## src/rtl/trng_health_monitor.sv

```systemverilog
// trng_health_monitor
// Online health tests for raw entropy words: a word-level repetition count
// test (RCT) and a bit-level adaptive proportion test (APT). Words seen during
// the startup windows are tested and dropped; afterwards passing words are
// forwarded through a single output register. Any failure latches a sticky
// alarm that only alarm_clr can release.
module trng_health_monitor #(
  parameter int WIDTH           = 32,
  parameter int RCT_CUTOFF      = 4,
  parameter int APT_WORDS       = 16,
  parameter int APT_LO          = 200,
  parameter int APT_HI          = 312,
  parameter int STARTUP_WINDOWS = 1
) (
  input  logic             clk,
  input  logic             rstn,
  input  logic             enable,
  input  logic             alarm_clr,
  input  logic             in_valid,
  input  logic [WIDTH-1:0] in_data,
  output logic             in_ready,
  output logic             out_valid,
  output logic [WIDTH-1:0] out_data,
  input  logic             out_ready,
  output logic             startup_done,
  output logic             rct_fail,
  output logic             apt_fail,
  output logic             alarm
);

  localparam int RW = $clog2(RCT_CUTOFF) + 1;
  localparam int OW = $clog2(APT_WORDS * WIDTH) + 1;
  localparam int IW = (APT_WORDS > 1) ? $clog2(APT_WORDS) : 1;
  localparam int SW = $clog2(STARTUP_WINDOWS + 1) + 1;

  localparam logic [RW-1:0] RCT_LIMIT  = RW'(RCT_CUTOFF);
  localparam logic [OW-1:0] APT_LO_W   = OW'(APT_LO);
  localparam logic [OW-1:0] APT_HI_W   = OW'(APT_HI);
  localparam logic [IW-1:0] WIN_LAST   = IW'(APT_WORDS - 1);
  localparam logic [SW-1:0] START_WINS = SW'(STARTUP_WINDOWS);

  typedef enum logic [1:0] {
    S_IDLE,
    S_STARTUP,
    S_RUN,
    S_ALARM
  } state_t;

  state_t           state_q, state_d;
  logic [WIDTH-1:0] last_q, last_d;
  logic             have_last_q, have_last_d;
  logic [RW-1:0]    rc_q, rc_d;
  logic [IW-1:0]    win_idx_q, win_idx_d;
  logic [OW-1:0]    ones_q, ones_d;
  logic [SW-1:0]    win_cnt_q, win_cnt_d;
  logic             startup_done_q, startup_done_d;
  logic             rct_fail_q, rct_fail_d;
  logic             apt_fail_q, apt_fail_d;
  logic             out_valid_q, out_valid_d;
  logic [WIDTH-1:0] out_data_q, out_data_d;

  logic [OW-1:0]    word_ones;
  logic [OW-1:0]    ones_total;
  logic [RW-1:0]    rc_next;
  logic             win_last;
  logic             rct_hit;
  logic             apt_hit;
  logic             accept;
  logic             clear_ctx;

  // Number of ones in the incoming word, sized to the window accumulator.
  always_comb begin
    word_ones = '0;
    for (int i = 0; i < WIDTH; i++) begin
      word_ones = word_ones + OW'(in_data[i]);
    end
  end

  // Health-test verdicts for the word currently on in_data, assuming it is accepted.
  always_comb begin
    rc_next    = (have_last_q && (in_data == last_q)) ? (rc_q + RW'(1)) : RW'(1);
    ones_total = ones_q + word_ones;
    win_last   = (win_idx_q == WIN_LAST);
    rct_hit    = (rc_next == RCT_LIMIT);
    apt_hit    = win_last && ((ones_total < APT_LO_W) || (ones_total > APT_HI_W));
  end

  // Next-state, handshake and datapath updates; IDLE and any exit to IDLE wipe the test context.
  always_comb begin
    state_d        = state_q;
    last_d         = last_q;
    have_last_d    = have_last_q;
    rc_d           = rc_q;
    win_idx_d      = win_idx_q;
    ones_d         = ones_q;
    win_cnt_d      = win_cnt_q;
    startup_done_d = startup_done_q;
    rct_fail_d     = rct_fail_q;
    apt_fail_d     = apt_fail_q;
    out_valid_d    = out_valid_q;
    out_data_d     = out_data_q;
    in_ready       = 1'b0;
    accept         = 1'b0;
    clear_ctx      = 1'b0;

    case (state_q)
      S_IDLE: begin
        clear_ctx = 1'b1;
        if (enable) begin
          state_d = S_STARTUP;
        end
      end

      S_STARTUP, S_RUN: begin
        if (state_q == S_STARTUP) begin
          in_ready = 1'b1;
        end else begin
          in_ready = !out_valid_q || out_ready;
        end
        accept = in_valid && in_ready;

        if (state_q == S_RUN && out_valid_q && out_ready) begin
          out_valid_d = 1'b0;
        end

        if (!enable) begin
          state_d   = S_IDLE;
          clear_ctx = 1'b1;
        end else if (accept) begin
          have_last_d = 1'b1;
          last_d      = in_data;
          rc_d        = rc_next;
          if (rct_hit || apt_hit) begin
            rct_fail_d  = rct_fail_q | rct_hit;
            apt_fail_d  = apt_fail_q | apt_hit;
            out_valid_d = 1'b0;
            state_d     = S_ALARM;
          end else begin
            if (win_last) begin
              win_idx_d = '0;
              ones_d    = '0;
              if (state_q == S_STARTUP) begin
                win_cnt_d = win_cnt_q + SW'(1);
                if ((win_cnt_q + SW'(1)) == START_WINS) begin
                  state_d        = S_RUN;
                  startup_done_d = 1'b1;
                end
              end
            end else begin
              win_idx_d = win_idx_q + IW'(1);
              ones_d    = ones_total;
            end
            if (state_q == S_RUN) begin
              out_data_d  = in_data;
              out_valid_d = 1'b1;
            end
          end
        end
      end

      S_ALARM: begin
        out_valid_d = 1'b0;
        if (alarm_clr) begin
          rct_fail_d = 1'b0;
          apt_fail_d = 1'b0;
          state_d    = S_IDLE;
          clear_ctx  = 1'b1;
        end
      end

      default: begin
        state_d = S_IDLE;
      end
    endcase

    if (clear_ctx) begin
      last_d         = '0;
      have_last_d    = 1'b0;
      rc_d           = '0;
      win_idx_d      = '0;
      ones_d         = '0;
      win_cnt_d      = '0;
      startup_done_d = 1'b0;
      out_valid_d    = 1'b0;
    end
  end

  // State and datapath registers with asynchronous active-low reset.
  always_ff @(posedge clk or negedge rstn) begin
    if (!rstn) begin
      state_q        <= S_IDLE;
      last_q         <= '0;
      have_last_q    <= 1'b0;
      rc_q           <= '0;
      win_idx_q      <= '0;
      ones_q         <= '0;
      win_cnt_q      <= '0;
      startup_done_q <= 1'b0;
      rct_fail_q     <= 1'b0;
      apt_fail_q     <= 1'b0;
      out_valid_q    <= 1'b0;
      out_data_q     <= '0;
    end else begin
      state_q        <= state_d;
      last_q         <= last_d;
      have_last_q    <= have_last_d;
      rc_q           <= rc_d;
      win_idx_q      <= win_idx_d;
      ones_q         <= ones_d;
      win_cnt_q      <= win_cnt_d;
      startup_done_q <= startup_done_d;
      rct_fail_q     <= rct_fail_d;
      apt_fail_q     <= apt_fail_d;
      out_valid_q    <= out_valid_d;
      out_data_q     <= out_data_d;
    end
  end

  assign out_valid    = out_valid_q;
  assign out_data     = out_data_q;
  assign startup_done = startup_done_q;
  assign rct_fail     = rct_fail_q;
  assign apt_fail     = apt_fail_q;
  assign alarm        = rct_fail_q | apt_fail_q;

endmodule

```

## config.mk

```make
export PLATFORM = sky130hd
export DESIGN_NAME = trng_health_monitor
export DESIGN_NICKNAME = d
export VERILOG_FILES = /design/src/rtl/trng_health_monitor.sv
export SDC_FILE = /design/constraint.sdc
export NUM_CORES = 1
export LEC_CHECK = 0
export CORE_ASPECT_RATIO = 0.7
export CORE_MARGIN = 2
export CORE_UTILIZATION = 50
export DETAILED_ROUTE_END_ITERATION = 6
export PLACE_DENSITY_LB_ADDON = 0.12
export SLEW_MARGIN = 30
export SYNTH_ARGS = -nofsm -noshare
export SYNTH_HDL_FRONTEND = slang
export SYNTH_SLANG_ARGS = --single-unit
```

## constraint.sdc

```tcl
create_clock -name clk -period 12.4 [get_ports clk]
set_clock_uncertainty 0.15 [all_clocks]
set_input_delay 2.48 -clock clk [delete_from_list [all_inputs] [get_ports clk]]
set_output_delay 2.48 -clock clk [all_outputs]
set_load 0.03 [all_outputs]
```

=== Word level (Yosys, flattened, before mapping) ===
Cells that the tools add are included.

* Equality and inequality tests: 17
* Multiply operators: 0
* Div/mod/pow operators: 0
* Reductions and logical operators: 26
* Mux-type cells: 71
* Order comparisons: 2
* Shifts and indexed selects: 0
* Add/sub/neg operators: 35
* Bitwise logic cells: 4

{| class="wikitable"
|+ Operators with widths
! kind !! number
|-
| 10-bit by 1-bit adder with 10-bit output || 22
|-
| 32-bit 2-to-1 mux || 4
|-
| 10-bit 2-to-1 mux || 6
|-
| 32-bit == test || 1
|-
| 1-bit 2-to-1 mux || 30
|-
| 2-bit 2-to-1 mux || 15
|-
| 4-bit 2-to-1 mux || 6
|-
| 3-bit 2-to-1 mux || 5
|-
| 2-bit nonzero test || 7
|-
| 2-bit inequality test (second input constant) || 6
|-
| 4-bit inequality test (second input constant) || 3
|-
| 6-bit AND reduction || 2
|-
| 10-bit adder || 1
|-
| 9-bit by 1-bit adder with 10-bit output || 1
|-
| 10-bit by 9-bit > comparator with 1-bit output (second input constant) || 1
|-
| 10-bit by 8-bit < comparator with 1-bit output (second input constant) || 1
|-
| 5-bit AND reduction || 2
|-
| 8-bit by 1-bit adder with 9-bit output || 1
|-
| 7-bit by 1-bit adder with 8-bit output || 1
|-
| 6-bit by 1-bit adder with 7-bit output || 1
|-
| 7-bit AND reduction || 1
|-
| 5-bit by 1-bit adder with 6-bit output || 1
|-
| 1-bit one-hot mux with 2 select lines || 3
|-
| 2-bit one-hot mux with 3 select lines || 1
|-
| other kinds (23) || 33
|}

* Memories: 0
* Bits in latches: 0
* Bits in writable memories: 0
* Bits in registers: 90
* Word-level logic and storage cells: 167
* ROM bits: 0
* Bits of input ports: 38
* Output and inout bits: 38

=== Longest topological paths before layout ===
Gate-level depths: netlist of the first run.

* Depth in word-level cells: 41
* Mapped depth: 21
* Gate-level depth less buffers: 19

=== Least setup slack after synthesis of the first run ===
OpenSTA, ideal clock, no wires.

* Path kind: input-to-reg
* Start: input in_data[0]
* End: register out_data_q[0] (netlist: out_data[0])
* Data required time: 12,125 ps
* Buffers on the path: 1
* Data arrival time: 8,560 ps
* Stages: 18
* Setup slack: 3,565 ps
* Setup time: 125 ps
* Cells stage by stage: fa_1 inv_1 fa_1 fa_1 fa_1 fa_1 fa_1 fa_1 fa_1 and2b_1 o2111ai_1 a221o_2 a211o_1 nor4b_4 nor3_4 nor3_4 buf_6 mux2_4

* Longest elaborated chain between the ends: 38
* Elaborated cells on any way between the ends: 43
* Those cells by class: add/sub (32); order compare (2); eq/ne (2); mux (1); bitwise (1); reduce/logical (5)

{| class="wikitable"
|+ RTL lines
! item !! RTL line !! text
|-
| start: declaration || 20 || <nowiki>input logic [WIDTH-1:0] in_data,</nowiki>
|-
| 1-bit by 1-bit adder with 2-bit output || 75 || <nowiki>word_ones = word_ones + OW'(in_data[i]);</nowiki>
|-
| 2-bit by 1-bit adder with 3-bit output || 75 ||
|-
| 3-bit by 1-bit adder with 4-bit output || 75 ||
|-
| 4-bit by 1-bit adder with 5-bit output || 75 ||
|-
| 5-bit by 1-bit adder with 6-bit output || 75 ||
|-
| 6-bit by 1-bit adder with 7-bit output || 75 ||
|-
| 7-bit by 1-bit adder with 8-bit output || 75 ||
|-
| 8-bit by 1-bit adder with 9-bit output || 75 ||
|-
| 9-bit by 1-bit adder with 10-bit output || 75 ||
|-
| 10-bit by 1-bit adder with 10-bit output (22 in series) || 75 ||
|-
| 10-bit adder || 82 || <nowiki>ones_total = ones_q + word_ones;</nowiki>
|-
| 10-bit by 8-bit < comparator with 1-bit output or 10-bit by 9-bit > comparator with 1-bit output (tied branches) || 85 || <nowiki>apt_hit = win_last && ((ones_total < APT_LO_W) || (ones_total > APT_HI_W));</nowiki>
|-
| 1-bit logical OR || 85 ||
|-
| 1-bit logical AND || 85 ||
|-
| 1-bit logical OR || 133 || <nowiki>if (rct_hit || apt_hit) begin</nowiki>
|-
| 1-bit inverter (no source line) || -- ||
|-
| 5-bit AND reduction (no source line) || -- ||
|-
| end signal: assignment || 215 || <nowiki>out_data_q <= out_data_d;</nowiki>
|-
| end: declaration || 60 || <nowiki>logic [WIDTH-1:0] out_data_q, out_data_d;</nowiki>
|}

Several ways; a longest one is shown, not always the timed one.
A chain may end at the register's enable or synchronous reset.

=== Final worst setup path of the first run ===
* Start: input in_data[17]
* End: register out_data_q[15] (netlist: out_data[15])

* Longest elaborated chain between the ends: 22
* Elaborated cells on any way between the ends: 27
* Those cells by class: add/sub (16); order compare (2); eq/ne (2); mux (1); bitwise (1); reduce/logical (5)

{| class="wikitable"
|+ RTL lines
! item !! RTL line
|-
| 10-bit by 1-bit adder with 10-bit output (15 in series) || 75
|-
| 10-bit adder || 82
|-
| 10-bit by 8-bit < comparator with 1-bit output or 10-bit by 9-bit > comparator with 1-bit output (tied branches) || 85
|-
| 1-bit logical OR || 85
|-
| 1-bit logical AND || 85
|-
| 1-bit logical OR * || 133
|-
| 1-bit inverter (no source line) * || --
|-
| 5-bit AND reduction (no source line) * || --
|}

Every way passes the cells marked *; elsewhere a longest branch is shown, timed or not.

==> results.yml, run 1 <==
timing:
  finalSetupTns_ps: 0
  finalHoldViolCount: 0
  period_needed_ps: 9620
  period_share: 0.776
  maxSlewViolCount: 0
  setup_viol: 0
  fin_ws_ps: 2780
  fmax_mhz: 104
  tightest_slew_ps: 901
  rsz0062_at_grt: "false"
  slew_headroom: 0.397
logic_synthesis:
  synth-seq-area-share: 0.392
  syn-cell-area_um2: 5740
  synth-compound-area-share: 0.122
  synth_edf_count: 0
  yosys_warnings: 0
  synth_ff_type: "dfrtp_1"
  syn-num-nets: 652
  synth_mux_area_frac: 0.0842
  netlist_instances: 565
  synth-simple-area-share: 0.164
  synthXorXnorAreaFrac: 0.0443
  ys_types: 63
  synth_top_family_by_area: "simple AND/OR/NAND/NOR gates"
  synthArstFlopShare: 1.00
  avgSynthCellArea_um2: 10.2
  yosys.area_share.adder: 0.141
  synth-seq-cells: 90
final_layout:
  diodes: 0
  area_growth_pct: 20.2
  final_cells: 792
  postLayoutCoreUtil: 0.622
  drive_gt1_frac: 0.103
  final_common_cell: "dfrtp_1"
  layout_common_cells: "dfrtp_1 (90), nand2_1 (84), clkdlybuf4s50_1 (74), inv_1 (53), a21oi_1 (46)"
  fin_nets: 722
floorplanning:
  num_io_pins: 76
  rows: 32
  coreArea_um2: 11100
  die_h_um: 93.6
  dieWidth_um: 132
  start_util: 0.517
  design.die.area_um2: 12400
critical_path:
  worstSetupEndpoint: "out_data[15]$_DFFE_PN0P_"
  crit_type: "primary input to flop"
  reg2reg_depth: 17
  crit_path_max_fanout: 32
  cp_common_cell: "fa_1"
  slowest_delay_ps: 590
  startpoint_type: "primary input"
  crit_path_end_kind: "flop"
  worstPathRequired_ps: 12490
  critPathArrivalTime_ps: 9710
  r2r_end: "out_data[15]$_DFFE_PN0P_"
  slowest_stage: "fa_1"
  r2r_start: "ones_q[0]$_DFFE_PN0P_"
  crit_start: "in_data[17]"
  cp_cell_sequence: "clkdlybuf4s50_1, fa_1, inv_1, fa_1, fa_1, fa_1, fa_1, fa_1, fa_1, fa_1, and2b_1, o2111ai_1, a21boi_0, o211ai_1, a2111oi_2, nor3_4, nor3_4, buf_4, mux2_2"
  r2r_slack_ps: 5650
power:
  share_comb_of_total_power: 0.610
  ir_worst_vdd_mv: 0.190
  intPower_mw: 1.01
  swShare: 0.460
  p_leak_nw: 3.03
  p_switching_mw: 0.861
  seqPwrFrac: 0.242
  power.total_mw: 1.87
  clkPwrFrac: 0.148
  power_density_nw_per_um2: 271
route:
  vias: 4443
  routed_wirelength_um: 14300
  dr.pass1.iters: 5
  avgRoutedWirePerCell_um: 18.1
  avgViaCountPerCell: 5.61
  antenna_left: 0
  drt_iter0_drc: 321
  drc_errors: 0
clock_network:
  cts_hold_buf: 0
  cts.reportedPaths.clkPinSlew_ps: 70
  post-cts-setup-buffers: 0
  cts_tree: "built"
  cts_root_buffer: "clkbuf_16"
  htree_levels: 3
  cts_buffers: 9
  cts_repair_resize_count: 0
  clk_latency_ps: 350
  clock_path_buffers: 2
  cts_sinks: 90
run_status:
  outcome: "complete, no violations"
global_routing:
  first_global_vias: 4309
  grt_pass1_wl_um: 23300
  grt_max_degree: 59
  grt_antenna_before_repair: 0
  grt_overflow: 0
  grtUsageTotal: 0.245
min_path:
  whs_path_depth: 2
  min_path_type: "flop to flop"
flow_run:
  cap_viol_max_count: 0
place:
  dp.cells: 777
  pre_cts_ws_ps: 2420
  place.gp.congestion: 0.870
  dp_hpwl_um: 10500
  port_buffers: 75
## worst max-delay path: cells and delay by family
kind	cells	cell delay, ps
AO/OA/AOI/OAI	4	1270
adder cells (fa/ha/maj)	8	3810
buffers and inverters	3	1090
multiplexers	1	400
AND/OR/NAND/NOR	3	600
## power groups by stage
| stage | sequential [mW] | clock, mW | combinational [mW] |
|---|---|---|---|
| 4_1_cts | 0.452 | 0.282 | 1.13 |
| 3_5_place_dp | 0.454 | 0 | 1.13 |
| 2_1_floorplan | 0.549 | 0 | 0.715 |
| 5_1_grt | 0.466 | 0.296 | 1.26 |
| 6_report | 0.452 | 0.276 | 1.14 |
| 3_3_place_gp | 0.452 | 0 | 1.11 |
## layout make-up
class	count	area [um2]
Timing Repair Buffer	79	778
Tap cell	153	191
Clock buffer	10	229
Fill cell	932	4190
Inverter	53	199
Sequential cell	90	2250
Clock inverter	5	63.8
Multi-Input combinational cell	402	3190
## routing by layer
layer  wire length [um]  part of all wire  global-route usage
met5                  0                 0                   0
met4                127            0.0089              0.0507
met3                957             0.067              0.0537
met2               5690              0.40               0.336
met1               7570              0.53               0.392
## how the worst min path moves through the flow
| stage | start | endpoint | slack (ps) |
|---|---|---|---|
| 2_1_floorplan | win_idx_q[3]$_DFFE_PN0P_ | win_idx_q[3]$_DFFE_PN0P_ | 320 |
| 3_3_place_gp | startup_done$_DFFE_PN0P_ | startup_done$_DFFE_PN0P_ | 340 |
| 3_5_place_dp | out_data[14]$_DFFE_PN0P_ | out_data[14]$_DFFE_PN0P_ | 340 |
| 4_1_cts | startup_done$_DFFE_PN0P_ | startup_done$_DFFE_PN0P_ | 360 |
| 5_1_grt | out_data[21]$_DFFE_PN0P_ | out_data[21]$_DFFE_PN0P_ | 380 |
| 6_report | startup_done$_DFFE_PN0P_ | startup_done$_DFFE_PN0P_ | 350 |
## cells by family (layout without fill, tap and decap cells)
logic type / Yosys count / count (layout)
compound gates: 105 / 105
fa+ha+maj: 49 / 49
xor+xnor: 29 / 29
buf+inv: 73 / 147
simple gates: 186 / 186
flops: 90 / 90
mux: 33 / 33
## registers in the layout (all words and copies together), names as in the netlist, 2 cells and up
register,flops
last_q,32
out_data,32
ones_q,10
win_idx_q,4
rc_q,3
state_q,2
win_cnt_q,2
## cell usage after synthesis, types with 2 or more instances
cell type	instances	area, um2
a31oi_1	4	25.0
nor2_1	15	56.3
nand3_1	13	65.1
mux2_2	2	22.5
o211ai_1	3	22.5
nand2_1	85	319
o2111ai_1	6	52.6
buf_2	2	10.0
o21ai_1	2	10.0
mux2_4	30	450
and3_1	4	25.0
buf_1	2	7.51
nand2b_1	20	125
nand4_1	18	113
a21oi_1	46	230
clkbuf_1	12	45.0
nor4_1	2	12.5
a22oi_1	3	22.5
fa_1	26	521
dfrtp_1	90	2250
nor3b_1	2	15.0
o311ai_0	4	35.0
or2_2	2	12.5
a31o_2	2	17.5
xnor2_1	25	219
o22ai_1	5	31.3
ha_1	23	288
and2_1	2	12.5
a32o_1	4	40.0
nor2b_1	3	18.8
or3_2	2	15.0
buf_6	3	33.8
o21a_1	3	22.5
inv_1	53	199
nor3_1	8	40.0
nor3_4	2	32.5
xor2_1	4	35.0
o31ai_1	3	22.5
o21ai_0	6	30.0
## stage by stage
step	cell area, um2	hold slack [ps]
floorplan	5740	316
global placement	6610	336
detailed placement	6610	341
CTS	6900	359
global route	6900	377
finish	6900	354
Power figures use the tool's default switching activity.
==> run 2: changes to the inputs <==
==> constraint.sdc (replaced) <==
create_clock -name clk -period 9.25 [get_ports clk]
set_clock_uncertainty 0.15 [all_clocks]
set_input_delay 1.85 -clock clk [delete_from_list [all_inputs] [get_ports clk]]
set_output_delay 1.85 -clock clk [all_outputs]
set_load 0.03 [all_outputs]
==> results.yml, run 2 (same netlist as run 1, synthesis figures left out) <==
critical_path:
  crit_type: "primary input to flop"
  r2r_end: "out_data[16]$_DFFE_PN0P_"
  cp_common_cell: "fa_1"
  reg2reg_depth: 17
  crit_family: "adder cells"
  worstPathRequired_ps: 9340
  slowest_delay_ps: 610
  r2r_slack_ps: 2710
  crit_path_end_kind: "flop"
  cp_cell_sequence: "clkdlybuf4s50_1, fa_1, inv_1, fa_1, fa_1, fa_1, fa_1, fa_1, fa_1, fa_1, and2b_1, o2111ai_1, a21boi_0, o211ai_1, a2111oi_2, nor3_4, nor3_4, buf_12, mux2_2"
  critPathArrivalTime_ps: 8870
  slowest_stage: "a2111oi_2"
  crit_path_max_fanout: 32
  r2r_start: "ones_q[0]$_DFFE_PN0P_"
  worst-path-buf-inv: 3
  startpoint_type: "primary input"
min_path:
  worstHoldStart: "startup_done$_DFFE_PN0P_"
  whs_path_depth: 2
  hold_path_end: "startup_done$_DFFE_PN0P_"
  min_path_type: "flop to flop"
timing:
  slew_headroom: 0.382
  finalSetupTns_ps: 0
  period_needed_ps: 8790
  fmax_mhz: 114
  whs_ps: 357
  finalHoldViolCount: 0
  setup_viol: 0
  fin_ws_ps: 464
  tightest_slew_ps: 924
  period_share: 0.950
  maxSlewViolCount: 0
  rsz0062_at_grt: "false"
clock_network:
  cts_repair_resize_count: 0
  clk_latency_ps: 350
  cts_hold_buf: 0
  clock_path_buffers: 2
  cts.reportedPaths.clkPinSlew_ps: 70
  htree_levels: 3
  cts_tree: "built"
  cts_root_buffer: "clkbuf_16"
  post-cts-setup-buffers: 0
  cts_buffers: 9
  cts_sinks: 90
global_routing:
  grtUsageTotal: 0.252
  first_global_vias: 4469
  grt_overflow: 0
  grt_max_degree: 52
  grt_antenna_before_repair: 0
  grt_pass1_wl_um: 23800
power:
  p_leak_nw: 3.06
  ir_worst_vdd_mv: 0.265
  power_density_nw_per_um2: 364
final_layout:
  final_common_cell: "dfrtp_1"
  area_growth_pct: 21.2
  diodes: 0
  layout_common_cells: "dfrtp_1 (90), nand2_1 (84), clkdlybuf4s50_1 (74), inv_1 (53), a21oi_1 (46)"
  fin_nets: 725
  fill_cells: 934
  postLayoutCoreUtil: 0.627
  drive_gt1_frac: 0.110
  final_cells: 796
floorplanning:
  num_io_pins: 76
  design.die.area_um2: 12400
  rows: 32
  start_util: 0.517
  dieWidth_um: 132
  coreArea_um2: 11100
  die_h_um: 93.6
route:
  vias: 4457
  antenna_left: 0
  dr.pass1.iters: 5
  avgRoutedWirePerCell_um: 18.1
  drc_errors: 0
  routed_wirelength_um: 14400
  avgViaCountPerCell: 5.60
  drt_iter0_drc: 307
place:
  dp.cells: 780
  port_buffers: 75
  pre_cts_ws_ps: 108
  place.gp.congestion: 0.887
  dp_hpwl_um: 10700
run_status:
  outcome: "complete, no violations"
flow_run:
  cap_viol_max_count: 0
[run 2: power breakdown]
| group | internal (mW) | switching, mW | total [mW] |
|---|---|---|---|
| logic | 0.624 | 0.913 | 1.54 |
| clock network | 0.220 | 0.167 | 0.387 |
| registers | 0.522 | 0.0843 | 0.606 |
| total | 1.37 | 1.16 | 2.53 |
[run 2: tightest hold or removal path: stages, from the launching register on]
cell and delay, ps:
dfrtp_1 350, a31oi_1 40, nor2_1 80
[run 2: layout make-up]
| type | instances | area [um2] | area share |
|---|---|---|---|
| well taps | 153 | 191 | 0.0275 |
| flip-flops and latches | 90 | 2250 | 0.324 |
| inverters | 53 | 199 | 0.0286 |
| multi-input cells | 402 | 3190 | 0.458 |
| clock buffers | 10 | 239 | 0.0344 |
| repair buffers | 82 | 813 | 0.117 |
| clock inverters | 6 | 72.6 | 0.0104 |
[run 2: worst max-delay path by stage]
stage / startpoint / endpoint / slack [ps] / cells after the start
after global placement: in_data[0] / out_data[16]$_DFFE_PN0P_ / 280 / 19
final: in_data[0] / out_data[16]$_DFFE_PN0P_ / 460 / 19
after global routing: in_data[1] / ones_q[2]$_DFFE_PN0P_ / 40 / 19
after CTS: in_data[0] / out_data[15]$_DFFE_PN0P_ / 430 / 19
after detailed placement: in_data[0] / out_data[15]$_DFFE_PN0P_ / 110 / 19
after floorplan: in_data[0] / out_data[0]$_DFFE_PN0P_ / 1040 / 18
[run 2: stage by stage]
stage          instance area (um2)  power [mW]
2_1_floorplan                 5740        1.69
6_report                      6950        2.53
4_1_cts                       6950        2.53
5_1_grt                       6950        2.72
3_5_place_dp                  6640        2.13
3_3_place_gp                  6640        2.10
[run 2: per-layer routing]
metal | GRT usage | share of wire
met5 | 0 | 0
met4 | 0.0516 | 0.0078
met3 | 0.0846 | 0.086
met2 | 0.348 | 0.41
met1 | 0.380 | 0.50
==> run 3: changes to the inputs <==
--- a/config.mk
+++ b/config.mk
@@ -8,6 +8,7 @@
 export CORE_ASPECT_RATIO = 0.7
 export CORE_MARGIN = 2
 export CORE_UTILIZATION = 50
+export CTS_CLUSTER_SIZE = 14
 export DETAILED_ROUTE_END_ITERATION = 6
 export PLACE_DENSITY_LB_ADDON = 0.12
 export SLEW_MARGIN = 30
==> results of run 3 <==
The final DEF is identical to that of run 2; final timing and power are the same.
